[src/rtl/text_writer_if.sv]
//==============================================================================
// Module      : text_writer_if
// Description : Character-stream handshake plus RAM write / cursor status
//               bundle for the text_writer block.
// Revision    : 1.0 - initial release
//==============================================================================
`default_nettype none

interface text_writer_if;
    logic        in_valid;
    logic        in_ready;
    logic [7:0]  in_char;
    logic [7:0]  in_colr;
    logic [11:0] wr_addr;
    logic [7:0]  wr_char;
    logic [7:0]  wr_colr;
    logic        wren_ms;
    logic        wren_mc;
    logic [6:0]  cursor_x;
    logic [4:0]  cursor_y;
    logic        busy;

    // Character source side
    modport master (
        output in_valid, in_char, in_colr,
        input  in_ready, wr_addr, wr_char, wr_colr, wren_ms, wren_mc,
               cursor_x, cursor_y, busy
    );

    // text_writer side
    modport slave (
        input  in_valid, in_char, in_colr,
        output in_ready, wr_addr, wr_char, wr_colr, wren_ms, wren_mc,
               cursor_x, cursor_y, busy
    );
endinterface

`default_nettype wire

[src/rtl/text_writer.sv]
//==============================================================================
// Module      : text_writer
// Description : Accepts a character stream (code + colour) and writes the
//               text-mode screen/colour RAMs at a hardware cursor. Handles
//               CR, LF and BS; optional form-feed screen clear is enabled by
//               defining the macro TEXT_WRITER_CLEAR_EN.
//               RAM address layout: addr[6:0] = column, addr[11:7] = row.
// Revision    : 1.0 - initial release
//==============================================================================
`default_nettype none

module text_writer #(
    parameter int         COLS       = 80,
    parameter int         ROWS       = 25,
    parameter logic [7:0] BLANK_CHAR = 8'h20
) (
    input  wire logic     clk,
    input  wire logic     rst,
    text_writer_if.slave  bus
);

    localparam logic [6:0] c_last_col = 7'(COLS - 1);
    localparam logic [4:0] c_last_row = 5'(ROWS - 1);
    localparam logic [7:0] c_code_cr  = 8'h0D;
    localparam logic [7:0] c_code_lf  = 8'h0A;
    localparam logic [7:0] c_code_bs  = 8'h08;

    logic        r_in_ready;
    logic [11:0] r_wr_addr;
    logic [7:0]  r_wr_char;
    logic [7:0]  r_wr_colr;
    logic        r_wren;
    logic [6:0]  r_cur_x;
    logic [4:0]  r_cur_y;

    logic        w_xfer;
    logic [4:0]  w_y_next;

`ifdef TEXT_WRITER_CLEAR_EN
    localparam logic [7:0] c_code_ff = 8'h0C;

    typedef enum logic [0:0] {
        S_IDLE  = 1'b0,
        S_CLEAR = 1'b1
    } state_t;

    state_t      r_state;
    logic        r_busy;
    logic [6:0]  r_clr_x;
    logic [4:0]  r_clr_y;
    logic [7:0]  r_clr_colr;
`endif

    // A transfer only happens while ready is advertised, so CLEAR ignores in_valid
    assign w_xfer   = bus.in_valid && r_in_ready;
    assign w_y_next = (r_cur_y == c_last_row) ? 5'd0 : r_cur_y + 5'd1;

    // Cursor, write-port and clear sequencing
    always_ff @(posedge clk) begin
        if (rst) begin
            r_in_ready <= 1'b1;
            r_wr_addr  <= 12'd0;
            r_wr_char  <= 8'd0;
            r_wr_colr  <= 8'd0;
            r_wren     <= 1'b0;
            r_cur_x    <= 7'd0;
            r_cur_y    <= 5'd0;
`ifdef TEXT_WRITER_CLEAR_EN
            r_state    <= S_IDLE;
            r_busy     <= 1'b0;
            r_clr_x    <= 7'd0;
            r_clr_y    <= 5'd0;
            r_clr_colr <= 8'd0;
`endif
        end else begin
            r_wren <= 1'b0;
`ifdef TEXT_WRITER_CLEAR_EN
            if (r_state == S_CLEAR) begin
                // One blank per cycle, row-major, only over the visible area
                r_wr_addr <= {r_clr_y, r_clr_x};
                r_wr_char <= BLANK_CHAR;
                r_wr_colr <= r_clr_colr;
                r_wren    <= 1'b1;
                if (r_clr_x == c_last_col) begin
                    r_clr_x <= 7'd0;
                    if (r_clr_y == c_last_row) begin
                        r_clr_y    <= 5'd0;
                        r_state    <= S_IDLE;
                        r_in_ready <= 1'b1;
                        r_busy     <= 1'b0;
                        r_cur_x    <= 7'd0;
                        r_cur_y    <= 5'd0;
                    end else begin
                        r_clr_y <= r_clr_y + 5'd1;
                    end
                end else begin
                    r_clr_x <= r_clr_x + 7'd1;
                end
            end else
`endif
            if (w_xfer) begin
                case (bus.in_char)
                    c_code_cr: begin
                        r_cur_x <= 7'd0;
                    end
                    c_code_lf: begin
                        r_cur_x <= 7'd0;
                        r_cur_y <= w_y_next;
                    end
                    c_code_bs: begin
                        // Backspace blanks the cell it moves onto; at home it is a no-op
                        if (r_cur_x != 7'd0) begin
                            r_cur_x   <= r_cur_x - 7'd1;
                            r_wr_addr <= {r_cur_y, r_cur_x - 7'd1};
                            r_wr_char <= BLANK_CHAR;
                            r_wr_colr <= bus.in_colr;
                            r_wren    <= 1'b1;
                        end else if (r_cur_y != 5'd0) begin
                            r_cur_x   <= c_last_col;
                            r_cur_y   <= r_cur_y - 5'd1;
                            r_wr_addr <= {r_cur_y - 5'd1, c_last_col};
                            r_wr_char <= BLANK_CHAR;
                            r_wr_colr <= bus.in_colr;
                            r_wren    <= 1'b1;
                        end
                    end
`ifdef TEXT_WRITER_CLEAR_EN
                    c_code_ff: begin
                        r_clr_colr <= bus.in_colr;
                        r_clr_x    <= 7'd0;
                        r_clr_y    <= 5'd0;
                        r_state    <= S_CLEAR;
                        r_in_ready <= 1'b0;
                        r_busy     <= 1'b1;
                    end
`endif
                    default: begin
                        r_wr_addr <= {r_cur_y, r_cur_x};
                        r_wr_char <= bus.in_char;
                        r_wr_colr <= bus.in_colr;
                        r_wren    <= 1'b1;
                        if (r_cur_x == c_last_col) begin
                            r_cur_x <= 7'd0;
                            r_cur_y <= w_y_next;
                        end else begin
                            r_cur_x <= r_cur_x + 7'd1;
                        end
                    end
                endcase
            end
        end
    end

    assign bus.in_ready = r_in_ready;
    assign bus.wr_addr  = r_wr_addr;
    assign bus.wr_char  = r_wr_char;
    assign bus.wr_colr  = r_wr_colr;
    assign bus.wren_ms  = r_wren;
    assign bus.wren_mc  = r_wren;
    assign bus.cursor_x = r_cur_x;
    assign bus.cursor_y = r_cur_y;
`ifdef TEXT_WRITER_CLEAR_EN
    assign bus.busy     = r_busy;
`else
    assign bus.busy     = 1'b0;
`endif

endmodule

`default_nettype wire

[src/flat_wrapper.sv]
// flat-port wrapper written by rule: the top's interface ports become plain ports
module text_writer_flat 
#(
    parameter int         COLS       = 80,
    parameter int         ROWS       = 25,
    parameter logic [7:0] BLANK_CHAR = 8'h20
)
  (clk, rst, bus_in_valid, bus_in_char, bus_in_colr, bus_in_ready, bus_wr_addr, bus_wr_char, bus_wr_colr, bus_wren_ms, bus_wren_mc, bus_cursor_x, bus_cursor_y, bus_busy);
  text_writer_if bus_i ();
  input  wire logic clk;
  input  wire logic rst;
  input wire logic [$bits(bus_i.in_valid)-1:0] bus_in_valid;
  input wire logic [$bits(bus_i.in_char)-1:0] bus_in_char;
  input wire logic [$bits(bus_i.in_colr)-1:0] bus_in_colr;
  output wire logic [$bits(bus_i.in_ready)-1:0] bus_in_ready;
  output wire logic [$bits(bus_i.wr_addr)-1:0] bus_wr_addr;
  output wire logic [$bits(bus_i.wr_char)-1:0] bus_wr_char;
  output wire logic [$bits(bus_i.wr_colr)-1:0] bus_wr_colr;
  output wire logic [$bits(bus_i.wren_ms)-1:0] bus_wren_ms;
  output wire logic [$bits(bus_i.wren_mc)-1:0] bus_wren_mc;
  output wire logic [$bits(bus_i.cursor_x)-1:0] bus_cursor_x;
  output wire logic [$bits(bus_i.cursor_y)-1:0] bus_cursor_y;
  output wire logic [$bits(bus_i.busy)-1:0] bus_busy;
  assign bus_i.in_valid = bus_in_valid;
  assign bus_i.in_char = bus_in_char;
  assign bus_i.in_colr = bus_in_colr;
  assign bus_in_ready = bus_i.in_ready;
  assign bus_wr_addr = bus_i.wr_addr;
  assign bus_wr_char = bus_i.wr_char;
  assign bus_wr_colr = bus_i.wr_colr;
  assign bus_wren_ms = bus_i.wren_ms;
  assign bus_wren_mc = bus_i.wren_mc;
  assign bus_cursor_x = bus_i.cursor_x;
  assign bus_cursor_y = bus_i.cursor_y;
  assign bus_busy = bus_i.busy;
  text_writer #(.COLS(COLS), .ROWS(ROWS), .BLANK_CHAR(BLANK_CHAR)) u_core (.clk(clk), .rst(rst), .bus(bus_i));
endmodule
[config.mk]
export PLATFORM = sky130hd
export DESIGN_NAME = text_writer_flat
export DESIGN_NICKNAME = d
export VERILOG_FILES = /design/src/rtl/text_writer_if.sv /design/src/rtl/text_writer.sv /design/src/flat_wrapper.sv
export SDC_FILE = /design/constraint.sdc
export NUM_CORES = 1
export LEC_CHECK = 0
export BUFFER_PORTS_ARGS = -buffer_cell sky130_fd_sc_hd__buf_2
export CORE_MARGIN = 2
export CORE_UTILIZATION = 50
export DETAILED_ROUTE_END_ITERATION = 12
export GPL_ROUTABILITY_DRIVEN = 0
export GPL_TIMING_DRIVEN = 0
export PLACE_DENSITY = 0.79
export RECOVER_POWER = 25
export SLEW_MARGIN = 40
export SYNTH_ARGS = -nofsm -noshare
export SYNTH_HDL_FRONTEND = slang
export SYNTH_SLANG_ARGS = --single-unit
[constraint.sdc]
create_clock -name clk -period 2.9 [get_ports clk]
set_input_delay 0.58 -clock clk [delete_from_list [all_inputs] [get_ports clk]]
set_output_delay 0.58 -clock clk [all_outputs]
set_load 0.1 [all_outputs]
* Word-level counts from Yosys, hierarchy flattened *
Cells that the tools add are included.
Widths: inputs -> output; s select.

word-level totals
  register bits after elaboration = 41
  logic and storage cells = 50
  input bits = 19
  output and inout port bits = 44

cells by class
  equal/unequal tests = 8
  bitwise logic cells = 3
  reductions and logical operators = 8
  $add $sub $neg = 4
  mux-type cells = 21

operators with widths
  operator             number
  $mux 8               4
  $pmux 8 s2           2
  $eq 8x4->1 const B   3
  $mux 12              2
  $pmux 12 s2          1
  $mux 7               3
  $mux 5               4
  $pmux 5 s3           1
  $pmux 7 s2           1
  $add 7x1->7 const B  1
  $eq 7x7->1 const B   1
  $reduce_bool 7->1    1
  $sub 7x1->7 const B  1
  $add 5x1->5 const B  1
  $eq 5x5->1 const B   1
  $reduce_and 5->1     1
  $reduce_bool 5->1    1
  $sub 5x1->5 const B  1
  $reduce_or 2->1      2
  $ne 3x1->1 const B   1
  $not 1->1            3
  $reduce_and 3->1     1
  $reduce_bool 3->1    1
  $mux 1               2
  4 further kinds      4

* Logic depth before layout (Yosys ltp) *
Gate-level depths: netlist of the first run.

  word-level depth = 4
  mapped depth = 11
  mapped depth without buffers = 8

* Worst setup path after synthesis of the first run *
No wires, ideal clock.

  path kind = reg-to-reg
  from = register u_core.r_cur_x[0], in the netlist u_core.bus.cursor_x[0]
  to = register u_core.r_wr_addr[6], in the netlist u_core.bus.wr_addr[6]
  setup time = 0.143 ns
  required time = 2.757 ns
  path buffers = 2
  clock period less this slack = 2.947 ns
  slack = -0.047 ns
  arrival = 2.805 ns
  cell stages (with the launch flop) = 11
  path through = dfxtp_1 -> inv_1 -> ha_1 -> or3b_4 -> or4_1 -> buf_2 -> o31ai_4 -> nor2_2 -> buf_2 -> nor2_1 -> a311oi_2

on the way
  cells in the longest elaborated chain, start to end = 3
  elaborated cells between the ends (all ways) = 6
  those cells by class = add/sub: 1; eq/ne: 1; mux: 2; reduce/logical: 2

RTL lines
  item                                              line                                    RTL
  from (decl)                                       text_writer.sv:33                       logic [6:0] r_cur_x;
  from (signal assigned)                            text_writer.sv:113                      r_cur_x <= r_cur_x - 7'd1;
  from (signal assigned)                            text_writer.sv:119                      r_cur_x <= c_last_col;
  from (signal assigned)                            text_writer.sv:146                      r_cur_x <= r_cur_x + 7'd1;
  $sub 7x1->7 or $reduce_bool 7->1 (tied branches)  text_writer.sv:114, text_writer.sv:112
  $mux 12 or $ne 3x1->1 (tied branches)             --
  $pmux 12 s2 or $reduce_and 3->1 (tied branches)   --
  to (signal assigned)                              text_writer.sv:114                      r_wr_addr <= {r_cur_y, r_cur_x - 7'd1};
  to (signal assigned)                              text_writer.sv:121                      r_wr_addr <= {r_cur_y - 5'd1, c_last_col};
  to (signal assigned)                              text_writer.sv:138                      r_wr_addr <= {r_cur_y, r_cur_x};
  to (decl)                                         text_writer.sv:29                       logic [11:0] r_wr_addr;

Parallel ways exist; a longest one is shown, timed or not.
A chain may end at the register's enable or synchronous reset.

* Final worst setup path of the first run *
  from = register u_core.r_cur_x[0], in the netlist u_core.bus.cursor_x[0]
  to = register u_core.r_cur_y[1], in the netlist u_core.bus.cursor_y[1]

on the way
  cells in the longest elaborated chain, start to end = 3
  elaborated cells between the ends (all ways) = 5
  those cells by class = eq/ne: 2; reduce/logical: 3

RTL lines
  item                                                       line                                    RTL
  $eq 7x7->1 or $reduce_bool 7->1 (tied branches)            text_writer.sv:142, text_writer.sv:112
  $reduce_bool 3->1 (no line) or $ne 2x2->1 (tied branches)  --
  $reduce_and 5->1 (no line) *                               --
  to (signal assigned)                                       text_writer.sv:108                      r_cur_y <= w_y_next;
  to (signal assigned)                                       text_writer.sv:120                      r_cur_y <= r_cur_y - 5'd1;
  to (signal assigned)                                       text_writer.sv:144                      r_cur_y <= w_y_next;
  to (decl)                                                  text_writer.sv:34                       logic [4:0] r_cur_y;

Mark *: on every way between the ends. The rest lies on a longest branch, timed or not.

==> summary.md, run 1 <==
| Metric | Value |
|---|---|
| Result of the run | finished, final reports clean |
| Crit path DAT | 2970 ps |
| Clock tree buffer depth | 2 |
| Leftover overflow at the end of global routing | 0 |
| Async set or reset register ratio after synthesis | 0% |
| Sum of met2 wire segment lengths after detailed routing | 2921 um |
| Library cell occupying the most area in the post-synthesis netlist | dfxtp_1 |
| Portion of synthesized cell area occupied by the leading cell type | 35.93% |
| Unrepaired setup endpoints after global routing | no |
| Number of vias after detailed routing | 2,361 |
| Path class of the lowest-slack min-delay path | reg -> reg |
| Capture point of the worst reg-to-reg path | u_core.bus.cursor_y[1] |
| R2r startpoint | u_core.bus.cursor_x[0] |
| Setup crit end kind | flip-flop |
| Net Switching | 0.4948 mW |
| Slew at the pin with the worst max-slew slack | 1182 ps |
| YS warnings | 0 |
| Mapped cell area | 0.002285 mm2 |
| Static leakage | 1.062 nW |
| Share of total power in sequential cells | 45.5% |
| Cell count of the worst reg-to-reg path | 9 |
| Detailed-router iteration count before antenna repair | 5 |
| # H-tree levels | 2 |
| Clock power frac | 28.5% |
| Detailed-route DRC error count | 0 |
| Number of buffers added on ports | 59 |
| Clock tree from TritonCTS | done |
| Area delta synth->final | 19.17% |
| Worst reg-to-reg setup slack | 150 ps |
| Biggest fanout along the worst timing path | 9 |
| Mean instance size in the synthesized netlist | 7.878 um2 |
| Core area | 0.004384 mm2 |
| Worst IR drop on VDD | 0.2833 mV |
| Part of the Yosys area used for sequential elements | 35.93% |
| Vias per cell | 5.745 |
| Die area | 0.005126 mm2 |
| Number of CTS-inserted buffers | 5 |
| Internal portion of total power | 0.8234 mW |
| All-Layer GR Usage | 24.31% |
| Number of nets in the finished design | 381 |
| Combinational share of power | 26.1% |
| Aggregate routed wire length | 6144 um |
| Number of flip-flops and latches in the synthesized netlist | 41 |
| Critical path data required time | 3120 ps |
| Num Clock Sinks | 41 |
| Share of the clock period used by the worst path | 94.89% |
| Most used flip-flop cell after synthesis | dfxtp_1 |
| Net count after synthesis | 313 |
| Gate count after technology mapping | 290 |
| Startpoint types | flip-flop |
| Largest cells by area after synthesis | dfxtp_1 36%, nand2_1 8.9%, a21oi_1 7.9%, nor2_1 4.1%, o21ai_0 2.8% |
| Switching share of power | 37.54% |
| Count of cells along the worst hold path | 2 |
| Io pins | 63 |
| DR iter-0 viols | 189 |
| Number of distinct library cell variants in the gate-level netlist after synthesis | 53 |
| Maximum number of pins on one net before global-route repair | 14 |
| Capture point of the critical path | u_core.bus.cursor_y[1] |
| Initial cell density of the core | 52.11% |
| Count of hold buffers inserted by post-cts repair | 0 |
| EDFF count, synth | 0 |
| WS Path Type | reg -> reg |
| Slew Limit Headroom | 21.53% |
| Clock-pin slew on the worst setup and hold paths | 90 ps |
| Power per cell area | 484.2 mW/mm2 |
| Post-layout total power | 1.318 mW |
| Setup clock skew after layout | 8.274 ps |
| Initial antenna violation count | 0 |
| Remaining antenna violation count | 0 |
| Count of standard-cell rows | 24 |
| Die outline height | 71.60 um |
| Clock network latency to the later pin of the worst-skew pair | 290 ps |
| Post-detailed-route wirelength per cell | 14.95 um |
| Diodes inserted | 0 |
| Metal3 WL | 415 um |
| Floorplan die width | 71.60 um |
| Global-route wire length before repair | 10,050 um |
| Master cell of the clock root buffer | clkbuf_8 |
| TNS Setup | 0 ps |
| Max-cap violations | 0 |
| Final-report setup violation count | 0 |
| Fraction of final layout cells with drive strength greater than 1 | 21.17% |
| Max Clk Rate | 363.4 MHz |
| Time the final worst path needs with I/O delays and setup | 2752 ps |
| Vias in the first global route | 2,085 |
| Dpl hpwl | 4470 um |
| Number of endpoints with negative hold slack in the final report | 0 |
| Start point of the critical path | u_core.bus.cursor_x[0] |
| Highest metal layer with signal wires | met4 |
| Wire length on met1 | 2740 um |
| Final count of pins violating max slew | 0 |
## stage by stage
step | util (%) | hold slack (ps) | instance area [um2] | setup WS, ps | std cells
3_5_place_dp | 60.36 | 443.2 | 2646 | 59.76 | 401
6_report | 62.10 | 453.2 | 2723 | 148.3 | 411
5_1_grt | 62.10 | 473.7 | 2723 | 34.17 | 411
3_3_place_gp | 60.36 | 439.4 | 2646 | 74.11 | 401
4_1_cts | 62.33 | 454.4 | 2733 | 39.82 | 409
2_1_floorplan | - | 716.0 | 2286 | 6.651 | 290
## flip-flops by register name (all words and copies together), names as in the netlist
signal	flops
u_core.bus.cursor_x	7
u_core.bus.cursor_y	5
u_core.bus.wr_addr	12
u_core.bus.wr_char	8
u_core.bus.wr_colr	8
u_core.bus.wren_mc	1
## placed cells by master, fill, tap and decap left out, types with 3 or more instances in the layout
master,instances
nor3b_1,4
nor2b_1,3
clkbuf_8,5
a21oi_1,36
buf_4,6
o211ai_1,5
buf_2,41
xnor2_1,3
inv_1,6
xor2_1,4
a211oi_1,4
ha_1,4
dfxtp_1,40
o21ai_0,13
o22ai_1,3
nand3_1,7
nor3_1,7
nand2_1,54
clkbuf_1,32
a211oi_2,5
buf_6,4
nand4b_1,3
nor2_1,25
## layout make-up
| type | instances | area (um2) |
|---|---|---|
| well taps | 52 | 65.06 |
| clock buffers | 5 | 68.82 |
| repair buffers | 61 | 285.3 |
| flip-flops and latches | 41 | 822.0 |
| inverters | 6 | 22.52 |
| plain buffers | 25 | 163.9 |
| multi-input cells | 218 | 1277 |
| clock inverters | 3 | 17.52 |
| fillers | 433 | 1662 |
## worst max-delay path, cell delays in order, from the launching register on
cell and delay (ps):
dfxtp_2 370, inv_1 90, ha_1 210, or3b_4 430, or4_1 390, buf_2 180
nor2_2 390, inv_1 120, or3_1 330, a31oi_1 160
## cell families (layout without fill, tap and decap cells)
family | count (synthesis) | count (layout) | synth area share, %
other | 2 | 2 | 0.3287
AOI/OAI and AO/OA | 85 | 85 | 25.85
DFF | 41 | 41 | 35.93
adders and majority gates | 4 | 4 | 2.191
xor gates and xnor gates | 7 | 7 | 2.684
buffers and inverters | 31 | 100 | 8.160
and+or+nand+nor | 120 | 120 | 24.86
## worst min-delay path by stage
| stage | startpoint | to |
|---|---|---|
| after floorplan | bus_in_char[0] | u_core.bus.wr_char[0] |
| after global placement | u_core.bus.wr_addr[1] | u_core.bus.wr_addr[1] |
| after detailed placement | u_core.bus.wr_colr[1] | u_core.bus.wr_colr[1] |
| after CTS | u_core.bus.wr_colr[1] | u_core.bus.wr_colr[1] |
| after global routing | u_core.bus.wr_addr[0] | u_core.bus.wr_addr[0] |
| final | u_core.bus.wr_addr[0] | u_core.bus.wr_addr[0] |
## power groups by stage
stage | sequential, mW | combinational, mW | clock (mW)
final | 0.599 | 0.344 | 0.375
after global placement | 0.611 | 0.341 | 0
after global routing | 0.602 | 0.362 | 0.401
after detailed placement | 0.612 | 0.344 | 0
after CTS | 0.599 | 0.345 | 0.381
after floorplan | 0.772 | 0.120 | 0
## Yosys cell counts, drive strengths merged (2+ instances only)
cell,number
nor3,7
nor2,27
clkbuf,12
nor3b,4
nand4b,3
a311oi,3
a211oi,9
buf,13
ha,4
conb,2
nand2,54
o221ai,2
a32oi,2
o22ai,3
a21oi,36
and3,2
or3,2
nand2b,2
nor2b,3
xor2,4
xnor2,3
nor4,2
o21ai,14
o211ai,5
inv,6
nand3,7
a31oi,2
dfxtp,41
## routing by layer
| metal | track usage [%] | vias up |
|---|---|---|
| li1 | - | 1164 |
| met1 | 33.69 | 1082 |
| met2 | 39.71 | 105 |
| met3 | 4.219 | 10 |
| met4 | 5.660 | 0 |
| met5 | 0 | - |
## what timing repair did
action	in CTS	in global routing
gates resized for setup	0	0
setup buffers	0	2
endpoints found under the setup margin	0	11
Power figures use the tool's default switching activity.
==> inputs of run 2 (changes only) <==
--- a/config.mk
+++ b/config.mk
@@ -5,14 +5,16 @@
 export SDC_FILE = /design/constraint.sdc
 export NUM_CORES = 1
 export LEC_CHECK = 0
+export ABC_AREA = 1
 export BUFFER_PORTS_ARGS = -buffer_cell sky130_fd_sc_hd__buf_2
 export CORE_MARGIN = 2
 export CORE_UTILIZATION = 50
 export DETAILED_ROUTE_END_ITERATION = 12
 export GPL_ROUTABILITY_DRIVEN = 0
 export GPL_TIMING_DRIVEN = 0
-export PLACE_DENSITY = 0.79
+export PLACE_DENSITY = 0.78
 export RECOVER_POWER = 25
+export SKIP_LAST_GASP = 1
 export SLEW_MARGIN = 40
 export SYNTH_ARGS = -nofsm -noshare
 export SYNTH_HDL_FRONTEND = slang
==> run 2 against run 1 <==
Net effect:
- register-to-register slack improved by 880 ps
- count of clock-buffer cells in the layout rose by 1
- flip-flop and latch count did not move
- cell count rose by 31%
- critical path type is now reg -> out
- fmax rose by 31%
- die area rose by 8.2%
- non-clock buffer count fell by 11
- largest cell class unchanged
- clock skew barely moved
==> summary.md, run 2 <==
| Metric | Value |
|---|---|
| Result of the run | finished, final reports clean |
| Remaining antenna violation count | 0 |
| Setup slack at placement | 912.9 ps |
| EDFF count, synth | 0 |
| Design Area, Final | 0.002962 mm2 |
| Clock-pin slew on the worst setup and hold paths | 80 ps |
| Number of nets in the finished design | 492 |
| WS Path Type | reg -> out |
| Setup clock skew after layout | 8.227 ps |
| Core area | 0.004755 mm2 |
| All-Layer GR Usage | 22.96% |
| Worst IR drop on VDD | 0.2591 mV |
| Max Clk Rate | 477.1 MHz |
| Power per cell area | 540.4 mW/mm2 |
| Async set or reset register ratio after synthesis | 0% |
| Cell chain of the critical path | clkbuf_1 |
| Path class of the lowest-slack min-delay path | reg -> reg |
| Biggest cell delay along the critical path | 870 ps |
| Number of distinct library cell variants in the gate-level netlist after synthesis | 27 |
| Most repeated cell in the gate-level netlist after synthesis | nand2_1 |
| Io pins | 63 |
| Largest cells by area after synthesis | dfxtp_1 33%, nand2_1 18%, nor2_1 13%, inv_1 8.3%, nand3_1 4.8% |
| # H-tree levels | 2 |
| Internal portion of total power | 0.9695 mW |
| TNS Setup | 0 ps |
| Most used flip-flop cell after synthesis | dfxtp_1 |
| Clock network latency to the later pin of the worst-skew pair | 300 ps |
| Number of cells upsized or downsized after cts | 0 |
| Clock tree from TritonCTS | done |
| Switching share of power | 39.42% |
| Die area | 0.005544 mm2 |
| Clock power frac | 30.7% |
| Count of standard-cell rows | 25 |
| Dpl hpwl | 4672 um |
| Net Switching | 0.6310 mW |
| Vias per cell | 4.750 |
| Biggest fanout along the worst timing path | 2 |
| Sum of buffers and inverters on the critical path | 1 |
| Library cell occupying the most area in the post-synthesis netlist | dfxtp_1 |
| Count of hold buffers inserted by post-cts repair | 0 |
| Final count of pins violating max slew | 0 |
| Combinational share of power | 30.6% |
| Post-detailed-route wirelength per cell | 11.43 um |
| Num Clock Sinks | 41 |
| YS warnings | 0 |
| Floorplan die width | 74.46 um |
| Unrepaired setup endpoints after global routing | no |
| Number of CTS-inserted buffers | 5 |
| Portion of synthesized cell area occupied by the leading cell type | 33.06% |
| Aggregate routed wire length | 6140 um |
| Number of buffers added on ports | 60 |
| Master cell of the clock root buffer | clkbuf_8 |
| Placed cell area | 0.002867 mm2 |
| Critical path's top delay family | buffers and inverters |
| Share of the clock period used by the worst path | 72.27% |
| Mean instance size in the synthesized netlist | 6.175 um2 |
| Mapped cell area | 0.002482 mm2 |
| Fraction of final layout cells with drive strength greater than 1 | 16.81% |
| Top library cells by usage in the layout, fill and taps aside | 121 x nand2_1, 84 x nor2_1, 55 x inv_1 |
| Synth cell count leaders | 121 x nand2_1, 84 x nor2_1, 55 x inv_1 |
| Vias in the first global route | 2,300 |
| Slew Limit Headroom | 22.08% |
| Area delta synth->final | 19.30% |
| Crit path DAT | 1520 ps |
| Slew at the pin with the worst max-slew slack | 1174 ps |
| Setup crit end kind | output pin |
| Share of total power in sequential cells | 38.7% |
| Number of flip-flops and latches in the synthesized netlist | 41 |
| Number of vias after detailed routing | 2,551 |
| DR iter-0 viols | 103 |
| Final-report setup violation count | 0 |
| Gate count after technology mapping | 402 |
| Time the final worst path needs with I/O delays and setup | 2096 ps |
| Part of the Yosys area used for sequential elements | 33.06% |
| Slowest CP cell | clkbuf_1 |
| Clock tree buffer depth | 2 |
| Max-cap violations | 0 |
| Post-layout worst setup margin | 804.2 ps |
| Global-route wire length before repair | 9839 um |
| Die outline height | 74.46 um |
| Leading cell type in the layout, fill and taps excluded | nand2_1 |
| Detailed-route DRC error count | 0 |
| Diodes inserted | 0 |
| Leftover overflow at the end of global routing | 0 |
| Net count after synthesis | 425 |
| Critical path data required time | 2320 ps |
| Initial antenna violation count | 0 |
| Number of flip-flops under the largest register name | 12 |
| Initial cell density of the core | 52.21% |
| Number of endpoints with negative hold slack in the final report | 0 |
| Detailed-router iteration count before antenna repair | 4 |
| Startpoint types | flip-flop |
| Maximum number of pins on one net before global-route repair | 14 |
| Setup fix buffers added after clock tree synthesis | 0 |
| Static leakage | 1.593 nW |
## run 2: power by group through the flow
stage	Clock, mW	Combinational (mW)	Sequential (mW)
floorplan	0	0.166	0.876
global placement	0	0.488	0.631
detailed placement	0	0.492	0.632
CTS	0.503	0.494	0.619
global route	0.525	0.523	0.625
finish	0.492	0.489	0.620
## run 2: final timing paths
check	start	to	slack, ps	cells past startpoint
hold / removal	u_core.bus.wr_char[3]	u_core.bus.wr_char[3]	470	2
setup reg to reg	u_core.bus.cursor_y[0]	u_core.bus.cursor_y[2]	1030	10
hold reg to reg	u_core.bus.wr_char[3]	u_core.bus.wr_char[3]	470	2
setup / recovery	u_core.bus.wr_addr[9]	bus_wr_addr[9]	800	1
## run 2: kinds of logic (layout without fill, tap and decap cells)
family / after synthesis / count (layout) / share of synthesized area, %
and+or+nand+nor: 245 / 245 / 41.28
xor gates and xnor gates: 10 / 10 / 3.528
other: 2 / 2 / 0.3025
DFF: 41 / 41 / 33.06
buffers and inverters: 72 / 140 / 13.66
adders and majority gates: 4 / 4 / 2.016
AOI/OAI and AO/OA: 28 / 28 / 6.149
## run 2: worst reg2reg max path, delay by kind of cell, from the launching register on
family                     cells  cell delay [ps]
and+or+nand+nor                7              900
buffers and inverters          2              190
DFF                            1              440
adders and majority gates      1              240
## run 2: stage by stage
stage / total power [mW] / hold slack, ps / instances / util (%)
2_1_floorplan: 1.042 / 642.4 / 402 / -
3_3_place_gp: 1.119 / 450.8 / 529 / 60.29
3_5_place_dp: 1.125 / 454.6 / 529 / 60.29
4_1_cts: 1.617 / 468.4 / 537 / 62.82
5_1_grt: 1.673 / 496.6 / 537 / 62.29
6_report: 1.601 / 468.0 / 537 / 62.29
## run 2: cell type report
type                    instances  area, um2
fillers                       494       1793
multi-input cells             289       1323
flip-flops and latches         41      820.8
repair buffers                 60      275.3
inverters                      57      214.0
plain buffers                  15      125.1
well taps                      67      83.83
clock buffers                   6      82.58
clock inverters                 2      37.54
## run 2: routing by layer
metal / vias up / share of wire, % / GRT usage, %
met5: - / 0 / 0
met4: 0 / 1.2 / 6.548
met3: 7 / 6.3 / 4.607
met2: 72 / 47 / 40.02
met1: 1139 / 45 / 28.75
li1: 1333 / - / -
==> inputs of run 3 (changes only) <==
--- a/config.mk
+++ b/config.mk
@@ -8,7 +8,7 @@
 export ABC_AREA = 1
 export BUFFER_PORTS_ARGS = -buffer_cell sky130_fd_sc_hd__buf_2
 export CORE_MARGIN = 2
-export CORE_UTILIZATION = 50
+export CORE_UTILIZATION = 48
 export DETAILED_ROUTE_END_ITERATION = 12
 export GPL_ROUTABILITY_DRIVEN = 0
 export GPL_TIMING_DRIVEN = 0
==> constraint.sdc (replaced) <==
create_clock -name clk -period 1.9 [get_ports clk]
set_input_delay 0.38 -clock clk [delete_from_list [all_inputs] [get_ports clk]]
set_output_delay 0.38 -clock clk [all_outputs]
set_load 0.1 [all_outputs]
==> run 3 against run 2 <==
Net effect:
- core utilization fell by 2.3 points
- largest power group unchanged
- critical path type is now reg -> reg
- critical path depth rose by 11
- worst setup slack got worse by 680 ps
==> summary.md, run 3 (same netlist as run 2, synthesis figures left out) <==
| Metric | Value |
|---|---|
| Time the final worst path needs with I/O delays and setup | 1776 ps |
| Max-cap violations | 0 |
| Number of endpoints with negative hold slack in the final report | 0 |
| Clock tree buffer depth | 2 |
| Final-report setup violation count | 0 |
| Max Clk Rate | 562.9 MHz |
| Cell chain of the critical path | inv_1 -> ha_2 -> inv_1 -> nor2_2 -> nand3_2 -> nor2_2 -> nand2_2 -> nand2_1 -> buf_6 -> nand2_1 -> nand2_1 -> a21oi_1 |
| Placed cell area | 0.002890 mm2 |
| Slowest CP cell | dfxtp_4 |
| Count of hold buffers inserted by post-cts repair | 0 |
| Design Area, Final | 0.003023 mm2 |
| Slew at the pin with the worst max-slew slack | 549.2 ps |
| Setup clock skew after layout | 6.998 ps |
| Clock tree from TritonCTS | done |
| Power per cell area | 761.7 mW/mm2 |
| Die area | 0.005763 mm2 |
| Critical path data required time | 2080 ps |
| Initial cell density of the core | 49.23% |
| Slew Limit Headroom | 63.54% |
| Number of flip-flops under the largest register name | 12 |
| Static leakage | 1.677 nW |
| Number of CTS-inserted buffers | 5 |
| Sum of buffers and inverters on the critical path | 3 |
| Worst IR drop on VDD | 0.3405 mV |
| CP dominant cell by count | nand2_1 |
| Die outline height | 75.92 um |
| Endpoint of the worst hold path | u_core.bus.wr_colr[1] |
| TNS Setup | 0 ps |
| Number of vias after detailed routing | 2,508 |
| # H-tree levels | 2 |
| Worst reg-to-reg setup slack | 120 ps |
| Net Switching | 0.9797 mW |
| Dpl hpwl | 4517 um |
| Area delta synth->final | 21.77% |
| Vias in the first global route | 2,259 |
| All-Layer GR Usage | 21.19% |
| Initial antenna violation count | 0 |
| Count of standard-cell rows | 26 |
| Maximum number of pins on one net before global-route repair | 14 |
| Critical path's top delay family | simple AND/OR/NAND/NOR gates |
| Floorplan die width | 75.92 um |
| R2r startpoint | u_core.bus.cursor_y[0] |
| Detailed-route DRC error count | 0 |
| Startpoint of the most critical hold path | bus_in_colr[1] |
| Leading cell type in the layout, fill and taps excluded | nand2_1 |
| Internal portion of total power | 1.323 mW |
| Global-route wire length before repair | 10,070 um |
| Final count of pins violating max slew | 0 |
| DR iter-0 viols | 126 |
| Top library cells by usage in the layout, fill and taps aside | 121 x nand2_1, 83 x nor2_1, 54 x inv_1 |
| Clock network latency to the later pin of the worst-skew pair | 300 ps |
| Post-detailed-route wirelength per cell | 11.18 um |
| Biggest cell delay along the critical path | 370 ps |
| Share of total power in sequential cells | 41.2% |
| Master cell of the clock root buffer | clkbuf_8 |
| Crit path DAT | 1950 ps |
| Combinational share of power | 33.3% |
| Remaining antenna violation count | 0 |
| Startpoint types | flip-flop |
| Cell count of the worst reg-to-reg path | 12 |
| Diodes inserted | 0 |
| WS Path Type | reg -> reg |
| Detailed-router iteration count before antenna repair | 4 |
| Biggest fanout along the worst timing path | 10 |
| Count of cells along the worst hold path | 3 |
| Leftover overflow at the end of global routing | 0 |
| Capture point of the worst reg-to-reg path | u_core.bus.cursor_x[1] |
| Core area | 0.005042 mm2 |
| Share of the clock period used by the worst path | 93.50% |
| Aggregate routed wire length | 6069 um |
| Io pins | 63 |
| Clock power frac | 25.5% |
| Vias per cell | 4.619 |
| Number of buffers added on ports | 60 |
| Result of the run | finished, final reports clean |
| Num Clock Sinks | 41 |
| Setup crit end kind | flip-flop |
| Finished Layout Cells | 543 |
| Clock-pin slew on the worst setup and hold paths | 90 ps |
| Placed Cells | 532 |
| Fraction of final layout cells with drive strength greater than 1 | 25.16% |
| Number of nets in the finished design | 495 |
| Switching share of power | 42.55% |
| Path class of the lowest-slack min-delay path | in -> reg |
==> run 3: cell types whose count changed in the layout (fill, tap and decap cells not counted), moves of 3 or more <==
| cell | before | now |
|---|---|---|
| dfxtp_2 | 0 | 10 |
| clkbuf_2 | 0 | 20 |
| nand3_2 | 1 | 4 |
| clkbuf_1 | 20 | 0 |
| dfxtp_1 | 41 | 29 |
==> run 3: how the worst max path moves through the flow <==
stage               cells past startpoint              startpoint                endpoint
finish                                 12  u_core.bus.cursor_y[0]  u_core.bus.cursor_x[1]
global route                           12  u_core.bus.cursor_y[0]  u_core.bus.cursor_x[1]
CTS                                    10  u_core.bus.cursor_x[0]  u_core.bus.cursor_x[1]
detailed placement                     12  u_core.bus.cursor_y[0]  u_core.bus.cursor_x[1]
global placement                       10  u_core.bus.cursor_x[0]   u_core.bus.wr_addr[3]
floorplan                              11  u_core.bus.cursor_y[1]   u_core.bus.wr_addr[7]
==> run 3: worst register-to-register path, stage by stage (launching register included) <==
cell	delay [ps]
dfxtp_4	370
inv_1	120
ha_2	200
inv_1	50
nor2_2	140
nand3_2	120
nor2_2	130
nand2_2	110
nand2_1	110
buf_6	150
nand2_1	60
nand2_1	70
a21oi_1	50
==> run 3: area by class of cell <==
type	instances	area, um2
multi-input cells	290	1348
flip-flops and latches	41	840.8
inverters	57	217.7
plain buffers	15	128.9
well taps	70	87.58
fillers	496	2019
clock inverters	3	16.27
repair buffers	62	315.3
clock buffers	5	68.82
==> run 3: per-layer routing <==
layer | track usage (%) | up-vias | routed length (um)
li1 | - | 1348 | -
met1 | 28.23 | 1078 | 2809
met2 | 34.38 | 72 | 2807
met3 | 3.929 | 10 | 344
met4 | 7.818 | 0 | 107
met5 | 0 | - | 0
==> run 3: repair_timing <==
action / CTS / global route
buffers inserted: 0 / 2
resized for setup: 0 / 7
setup endpoints to repair: 0 / 33
==> run 3: through the flow <==
step,total power [mW],util (%),worst slack (ps),hold WS [ps]
floorplan,1.591,-,6.886,441.7
global placement,1.710,57.32,114.4,450.3
detailed placement,1.719,57.32,116.1,463.1
CTS,2.295,59.01,75.69,298.3
global route,2.407,59.95,-25.29,305.5
finish,2.303,59.95,123.6,300.9
==> run 3: power groups by stage <==
stage	clock (mW)	sequential, mW	combinational [mW]
floorplan	0	1.34	0.253
global placement	0	0.964	0.746
detailed placement	0	0.966	0.753
CTS	0.593	0.946	0.756
global route	0.635	0.957	0.815
finish	0.588	0.948	0.768
